===== src/rtl/frame_stream_pkg.sv =====
// Shared FSM encoding and width helpers for the frame stream reader.
package frame_stream_pkg;

    typedef enum logic [1:0] {
        S_IDLE,
        S_LINE,
        S_HBLANK,
        S_DONE
    } state_t;

    function automatic int fsr_width(input int n);
        return (n > 1) ? $clog2(n) : 1;
    endfunction

endpackage


===== src/rtl/frame_stream_reader.sv =====
// Streams one frame from a linear frame memory as a data_en/pixel_out raster.
// Define FRAME_STREAM_READER_PATTERN_EN to replace memory data with an (x+y) ramp.
module frame_stream_reader
    import frame_stream_pkg::*;
#(
    parameter int IMG_WIDTH  = 640,
    parameter int IMG_HEIGHT = 480,
    parameter int HBLANK     = 16
) (
    input  logic                                      clk,
    input  logic                                      rst,
    input  logic                                      start,
    input  logic                                      abort,
    output logic                                      mem_rd_en,
    output logic [fsr_width(IMG_WIDTH*IMG_HEIGHT)-1:0] mem_addr,
    input  logic [7:0]                                mem_rd_data,
    output logic                                      data_en,
    output logic [7:0]                                pixel_out,
    output logic                                      frame_start,
    output logic                                      busy,
    output logic                                      done
);

    localparam int XW = fsr_width(IMG_WIDTH);
    localparam int YW = fsr_width(IMG_HEIGHT);
    localparam int AW = fsr_width(IMG_WIDTH*IMG_HEIGHT);
    localparam int HW = fsr_width(HBLANK);

    localparam logic [XW-1:0] X_LAST  = XW'(IMG_WIDTH - 1);
    localparam logic [YW-1:0] Y_LAST  = YW'(IMG_HEIGHT - 1);
    localparam logic [HW-1:0] HB_LAST = HW'((HBLANK > 0) ? HBLANK - 1 : 0);
    localparam bit            HAS_HB  = (HBLANK > 0);

    state_t        r_state;
    logic [XW-1:0] r_x;
    logic [YW-1:0] r_y;
    logic [AW-1:0] r_addr;
    logic [HW-1:0] r_hcnt;
    logic          r_rd_en;
    logic          r_data_en;
    logic [7:0]    r_pixel;
    logic          r_frame_start;
    logic          r_busy;
    logic          r_done;
    logic [7:0]    w_pix;

`ifdef FRAME_STREAM_READER_PATTERN_EN
    // Ramp is taken from the coordinates of the read issued this cycle.
    assign w_pix = 8'(32'(r_x) + 32'(r_y));
`else
    assign w_pix = mem_rd_data;
`endif

    always_ff @(posedge clk or posedge rst) begin
        if (rst) begin
            r_state       <= S_IDLE;
            r_x           <= '0;
            r_y           <= '0;
            r_addr        <= '0;
            r_hcnt        <= '0;
            r_rd_en       <= 1'b0;
            r_data_en     <= 1'b0;
            r_pixel       <= '0;
            r_frame_start <= 1'b0;
            r_busy        <= 1'b0;
            r_done        <= 1'b0;
        end else begin
            // An abort also kills the read already in flight.
            r_data_en     <= r_rd_en & ~abort;
            r_frame_start <= r_rd_en & ~abort & (r_addr == '0);
            if (r_rd_en)
                r_pixel <= w_pix;
            r_done <= 1'b0;

            unique case (r_state)
                S_IDLE: begin
                    if (start && !abort) begin
                        r_state <= S_LINE;
                        r_x     <= '0;
                        r_y     <= '0;
                        r_addr  <= '0;
                        r_hcnt  <= '0;
                        r_rd_en <= 1'b1;
                        r_busy  <= 1'b1;
                    end
                end
                S_LINE: begin
                    if (abort) begin
                        r_state <= S_IDLE;
                        r_x     <= '0;
                        r_y     <= '0;
                        r_addr  <= '0;
                        r_rd_en <= 1'b0;
                        r_busy  <= 1'b0;
                    end else if (r_x == X_LAST) begin
                        r_x <= '0;
                        if (r_y == Y_LAST) begin
                            r_state <= S_DONE;
                            r_rd_en <= 1'b0;
                        end else begin
                            r_y    <= r_y + 1'b1;
                            r_addr <= r_addr + 1'b1;
                            if (HAS_HB) begin
                                r_state <= S_HBLANK;
                                r_hcnt  <= '0;
                                r_rd_en <= 1'b0;
                            end
                        end
                    end else begin
                        r_x    <= r_x + 1'b1;
                        r_addr <= r_addr + 1'b1;
                    end
                end
                S_HBLANK: begin
                    if (abort) begin
                        r_state <= S_IDLE;
                        r_x     <= '0;
                        r_y     <= '0;
                        r_addr  <= '0;
                        r_hcnt  <= '0;
                        r_busy  <= 1'b0;
                    end else if (r_hcnt == HB_LAST) begin
                        r_state <= S_LINE;
                        r_hcnt  <= '0;
                        r_rd_en <= 1'b1;
                    end else begin
                        r_hcnt <= r_hcnt + 1'b1;
                    end
                end
                S_DONE: begin
                    r_state <= S_IDLE;
                    r_busy  <= 1'b0;
                    r_done  <= ~abort;
                end
            endcase
        end
    end

    assign mem_rd_en   = r_rd_en;
    assign mem_addr    = r_addr;
    assign data_en     = r_data_en;
    assign pixel_out   = r_pixel;
    assign frame_start = r_frame_start;
    assign busy        = r_busy;
    assign done        = r_done;

endmodule


===== config.mk =====
export PLATFORM = sky130hd
export DESIGN_NAME = frame_stream_reader
export DESIGN_NICKNAME = d
export VERILOG_FILES = /design/src/rtl/frame_stream_pkg.sv /design/src/rtl/frame_stream_reader.sv
export SDC_FILE = /design/constraint.sdc
export NUM_CORES = 1
export LEC_CHECK = 0
export CAP_MARGIN = 20
export CORE_MARGIN = 2
export CORE_UTILIZATION = 54
export DETAILED_ROUTE_END_ITERATION = 8
export PLACE_DENSITY = 0.79
export SLEW_MARGIN = 5
export SYNTH_ARGS = -nofsm -noshare
export SYNTH_HDL_FRONTEND = slang
export SYNTH_SLANG_ARGS = --single-unit

===== constraint.sdc =====
create_clock -name clk -period 2.6 [get_ports clk]
set_input_delay 0.26 -clock clk [delete_from_list [all_inputs] [get_ports clk]]
set_output_delay 0.26 -clock clk [all_outputs]
set_load 0.01 [all_outputs]

# Word level (Yosys, flattened, before mapping)
# Index checks and enable logic that the tools add are counted.
[totals]
register_bits = 57
latch_bits = 0
mem_bits_rw = 0
mem_bits_ro = 0
inputBits = 12
out_inout_bits = 32
elab_cells = 89
memories = 0
[op_classes]
add_sub_neg = 4
multipliers = 0
div = 0
n_lt_le_gt_ge = 0
eq_ne = 18
n_shift = 0
muxes = 40
bitwise = 3
reduce_logical = 13
[op_table]
columns = ["operator", "n"]
rows = [
  ["$mux 19", 5],
  ["$pmux 19 s3", 1],
  ["$mux 9", 5],
  ["$mux 10", 4],
  ["$pmux 10 s3", 1],
  ["$pmux 9 s3", 1],
  ["$mux 4", 6],
  ["$add 19x1->19 const B", 1],
  ["$logic_not 19->1", 1],
  ["$reduce_and 5->1", 3],
  ["$ne 2x2->1 const B", 7],
  ["$pmux 4 s3", 1],
  ["$add 10x1->10 const B", 1],
  ["$eq 10x10->1 const B", 1],
  ["$mux 2", 5],
  ["$add 9x1->9 const B", 1],
  ["$eq 9x9->1 const B", 1],
  ["$ne 3x3->1 const B", 3],
  ["$mux 1", 8],
  ["$pmux 2 s4", 1],
  ["$pmux 1 s3", 2],
  ["$reduce_and 3->1", 2],
  ["$add 4x1->4 const B", 1],
  ["$eq 2x2->1 const B", 2],
  ["13 further kinds", 14],
]

# Longest topological paths before layout
[depth]
depth_word = 5
ltp_mapped = 9
mapped_depth_nobuf = 7

# Worst setup path before layout
# No wires, ideal clock.
[synth_path]
path_kind = "reg-to-reg"
from = "reg r_state[0]"
to = "reg r_addr[17] (netlist: mem_addr[17])"
setup_time_ns = 0.078
arrival_time_ns = 2.069
required_time_ns = 2.522
setup_slack_ns = 0.453
stages_incl_launch_ff = 9
n_path_buf = 1
synth_period_minus_slack_ns = 2.147
path_cell_list = "dfrtp_1 > inv_1 > ha_1 > nor2b_1 > buf_6 > a211oi_4 > o21ai_2 > or4_1 > a21oi_1"
[synth_between]
elab_chain_len = 3
word_cells_on_any_way = 9
classes_between = "5 x eq/ne; 1 x mux; 3 x reduce/logical"
[synth_rtl]
columns = ["item", "line_no", "source"]
rows = [
  ["start: declaration", "frame_stream_reader.sv:34", "state_t r_state;"],
  ["start signal: assignment", "frame_stream_reader.sv:56", "r_state <= S_IDLE;"],
  ["start signal: assignment", "frame_stream_reader.sv:78", "r_state <= S_LINE;"],
  ["start signal: assignment", "frame_stream_reader.sv:89", "r_state <= S_IDLE;"],
  ["$eq 2x1->1 (tied with other cells)", "frame_stream_reader.sv:75", "unique case (r_state)"],
  ["$ne 4x4->1 (no source line) (tied with other cells)", "-", ""],
  ["$reduce_and 4->1 (no source line)", "-", ""],
  ["end signal: assignment", "frame_stream_reader.sv:102", "r_addr <= r_addr + 1'b1;"],
  ["end signal: assignment", "frame_stream_reader.sv:111", "r_addr <= r_addr + 1'b1;"],
  ["end: declaration", "frame_stream_reader.sv:37", "logic [AW-1:0] r_addr;"],
]
# Several ways; a longest one is shown, not always the timed one.
# A chain may end at the register's enable or synchronous reset.

# Worst setup path in the final report
[layout_path]
from = "reg r_state[0]"
to = "reg r_addr[15] (netlist: mem_addr[15])"
# The elaborated chain is that of the path after synthesis.

==> metrics.md <==
| Metric | Value |
|---|---|
| Worst-Margin Slew | around 630 ps |
| CTS resizes | 0 |
| Max IR drop VDD | 0.554 mV |
| Vias after detailed routing | 2,664 |
| Final core utilization | 0.693 |
| Clock Power Share | 0.268 |
| CTS root buf | clkbuf_8 |
| Cells after Synth | roughly 330 |
| Post-route setup TNS | 0 ps |
| Design Power | 2.76 mW |
| Clock Latency Late Sink | 340 ps |
| Final nets | 398 |
| Remaining global-route overflow | 0 |
| Routed len/inst | between 15 and 20 µm |
| Num rows | 27 |
| Tot GR Track Use | 0.235 |
| Gpl congestion | 0.812 |
| Critical path arrival | 2520 ps |
| Async S/R FF share, synth | 1.00 |
| Global-route wire length before repair | 11,500 µm |
| CP max-delay cell | or4_1 |
| Critical path's largest stage delay | between 500 and 600 ps |
| Postcts setup bufs | 0 |
| Final setup violation count | 0 |
| Num CTS Buffers | 9 |
| Dominant synthesized flop cell | dfrtp_1 |
| Die area | between 0.006 and 0.007 mm² |
| # IOs | 44 |
| RSZ-0062 raised after global routing | no |
| Die extent in x | 79.3 µm |
| Max FO, Critical Path | 6 |
| Worst min-delay path class | in2async |
| IO Port Bufs | 43 |
| Multi-input logic area | between 0.0015 and 0.002 mm² |
| Internal power | 1.84 mW |
| CTS sink count | between 50 and 60 |
| Switch share | 0.334 |
| Fin cells | 454 |
| Worst Setup End Kind | flip-flop |
| Syn Area/Cell | about 9.4 µm² |
| Critical Path Source Type | flip-flop |
| Vias in the first global route | 2,538 |
| Cells along the critical path | inv_1, ha_1, nor2b_1, a211oi_4, o21ai_2, or4_1, a21oi_1 |
| Post-synthesis register bit count | 57 |
| Maximum clock frequency | 442 MHz |
| Drt first pass iters | 4 |
| Part of the cycle the worst path needs | 0.870 |
| Largest net degree at the start of global routing | 30 |
| Worst EP required | roughly 2900 ps |
| Synth unique cells | 47 |
| Number of diodes | 0 |
| Fin area | 0.00379 mm² |
| Final HPWL DP | 4950 µm |
| Final Critical Period | 2260 ps |
| Post-Place Cells | between 400 and 500 |
| Worst Skew | around 5.2 ps |
| Starting Density | 0.559 |
| PwrDens | 727 mW/mm² |
| Routed vias/inst | 5.87 |
| Mapped Area | 0.00306 mm² |
| Number of buffers and inverters on the critical path | 1 |
| Hold-fix buffers at CTS | 0 |
| Filler Cells Inserted | 459 |
| H-tree Lvls | 3 |
| Core Area | 0.00547 mm² |
| Area Overhead vs Synth | 24.0% |
| P_leak | 1.59 nW |
| Final wirelength | 6900 µm |
| Net switching power | about 0.92 mW |
| Share of cells above drive strength 1 | 0.110 |
| Drc violations | 0 |
| Commonest non-fill, non-tap cell in the layout | dfrtp_1 |
| Hold Vio Cnt, Final | 0 |
| Seq/Total Area, Yosys | 0.466 |
| Sequential power share | 0.408 |
| Slew HR | 0.580 |
| Most frequent cells in the layout | dfrtp_1 (57), clkdlybuf4s50_1 (43), nand2_1 (32), o21ai_0 (28), nor2_1 (25) |
| ANT nets after route | 0 |
| Net count after synthesis | 346 |
| Max Slew Vio Count | 0 |
| Die Y | just under 80 µm |
| Run status | complete, no violations |
| Gate power share | 0.323 |
| CTS tree | built |
| Reg area | 0.00143 mm² |
| Critical path class | reg2reg |
| Cell family with most CP delay | compound AO/OA/AOI/OAI gates |
| Post-synth EDFFs | 0 |
| Initial antenna violation count | 0 |
| Placed Area | 0.00362 mm² |
| Clk slew on worst S/H paths | about 70 ps |
| Longest Clk Path Bufs | 2 |
| Max_cap viols | 0 |
| DRT iter0 DRCs | 127 |
| Yosys warns | 0 |
[synthesized netlist by cell type (2+ instances only)]
cell	number	area, µm²
dfrtp_1	57	1430
nand2b_1	7	43.8
o22a_1	6	52.6
o21ai_0	28	140
mux2_2	8	90.1
xnor2_1	2	17.5
inv_1	9	33.8
nand3_1	24	120
a21oi_1	17	85.1
or2_2	2	12.5
clkbuf_1	11	41.3
and3_1	7	43.8
or4_1	10	75.1
nor2b_1	4	25.0
and2b_1	2	15.0
and4_1	4	35.0
o2bb2ai_1	2	17.5
nand2_1	32	120
xor2_1	6	52.6
nor4_1	4	25.0
o211ai_1	4	30.0
nor3_1	2	10.0
nor2_1	25	93.8
a31oi_1	4	25.0
ha_1	9	113
nand4_1	7	43.8
o31ai_1	12	90.1
[area by class of cell]
type / instances / area share
Multi-Input combinational cell: 245 / 0.405
Tap cell: 72 / 0.0238
Timing Repair Buffer: 55 / 0.141
Clock inverter: 3 / 0.00396
Clock buffer: 13 / 0.0419
Sequential cell: 57 / 0.376
Inverter: 9 / 0.00891
[metal layers]
metal	global-route usage	vias up	routed length, µm
met5	0	-	0
met4	0.114	0	153
met3	0.0375	14	215
met2	0.386	52	3340
met1	0.302	1304	3200
li1	-	1294	-
[stage by stage]
stage / hold WS [ps] / setup slack (ps)
floorplan: 368 / 453
detailed placement: 463 / 295
global placement: 465 / 347
CTS: 348 / 336
global route: 383 / 217
finish: 322 / 338
[path summary, 6_finish.rpt]
path	from	endpoint	slack [ps]	cells after the start
setup / recovery	r_state[0]	mem_addr[15]	340	7
hold / removal	rst	r_y[6]	320	2
setup reg to reg	r_state[0]	mem_addr[15]	340	7
hold reg to reg	r_x[6]	r_x[6]	480	1
max in group asynchronous	rst	mem_addr[8]	1700	3
min in group clk	r_x[6]	r_x[6]	480	1
[power groups by stage]
| stage | clock [mW] | sequential, mW | combinational, mW |
|---|---|---|---|
| 6_report | 0.740 | 1.13 | 0.892 |
| 5_1_grt | 0.787 | 1.15 | 0.985 |
| 4_1_cts | 0.745 | 1.13 | 0.895 |
| 3_5_place_dp | 0 | 1.14 | 0.891 |
| 3_3_place_gp | 0 | 1.13 | 0.874 |
| 2_1_floorplan | 0 | 1.15 | 0.490 |
[cells by family after synthesis]
family	share of synthesized area
xor+xnor	0.0229
mux	0.0327
simple gates	0.238
fa+ha+maj	0.0368
buf+inv	0.0315
compound gates	0.172
flops	0.466
[state kept, by name, summed over array words and instances, names as in the netlist]
| name | flops |
|---|---|
| r_x | 10 |
| r_state | 2 |
| mem_addr | 19 |
| pixel_out | 8 |
| mem_rd_en | 1 |
| r_y | 9 |
| data_en | 1 |
| done | 1 |
| r_hcnt | 4 |
| frame_start | 1 |
| busy | 1 |
No activity file was read; power rests on OpenSTA's default activity.
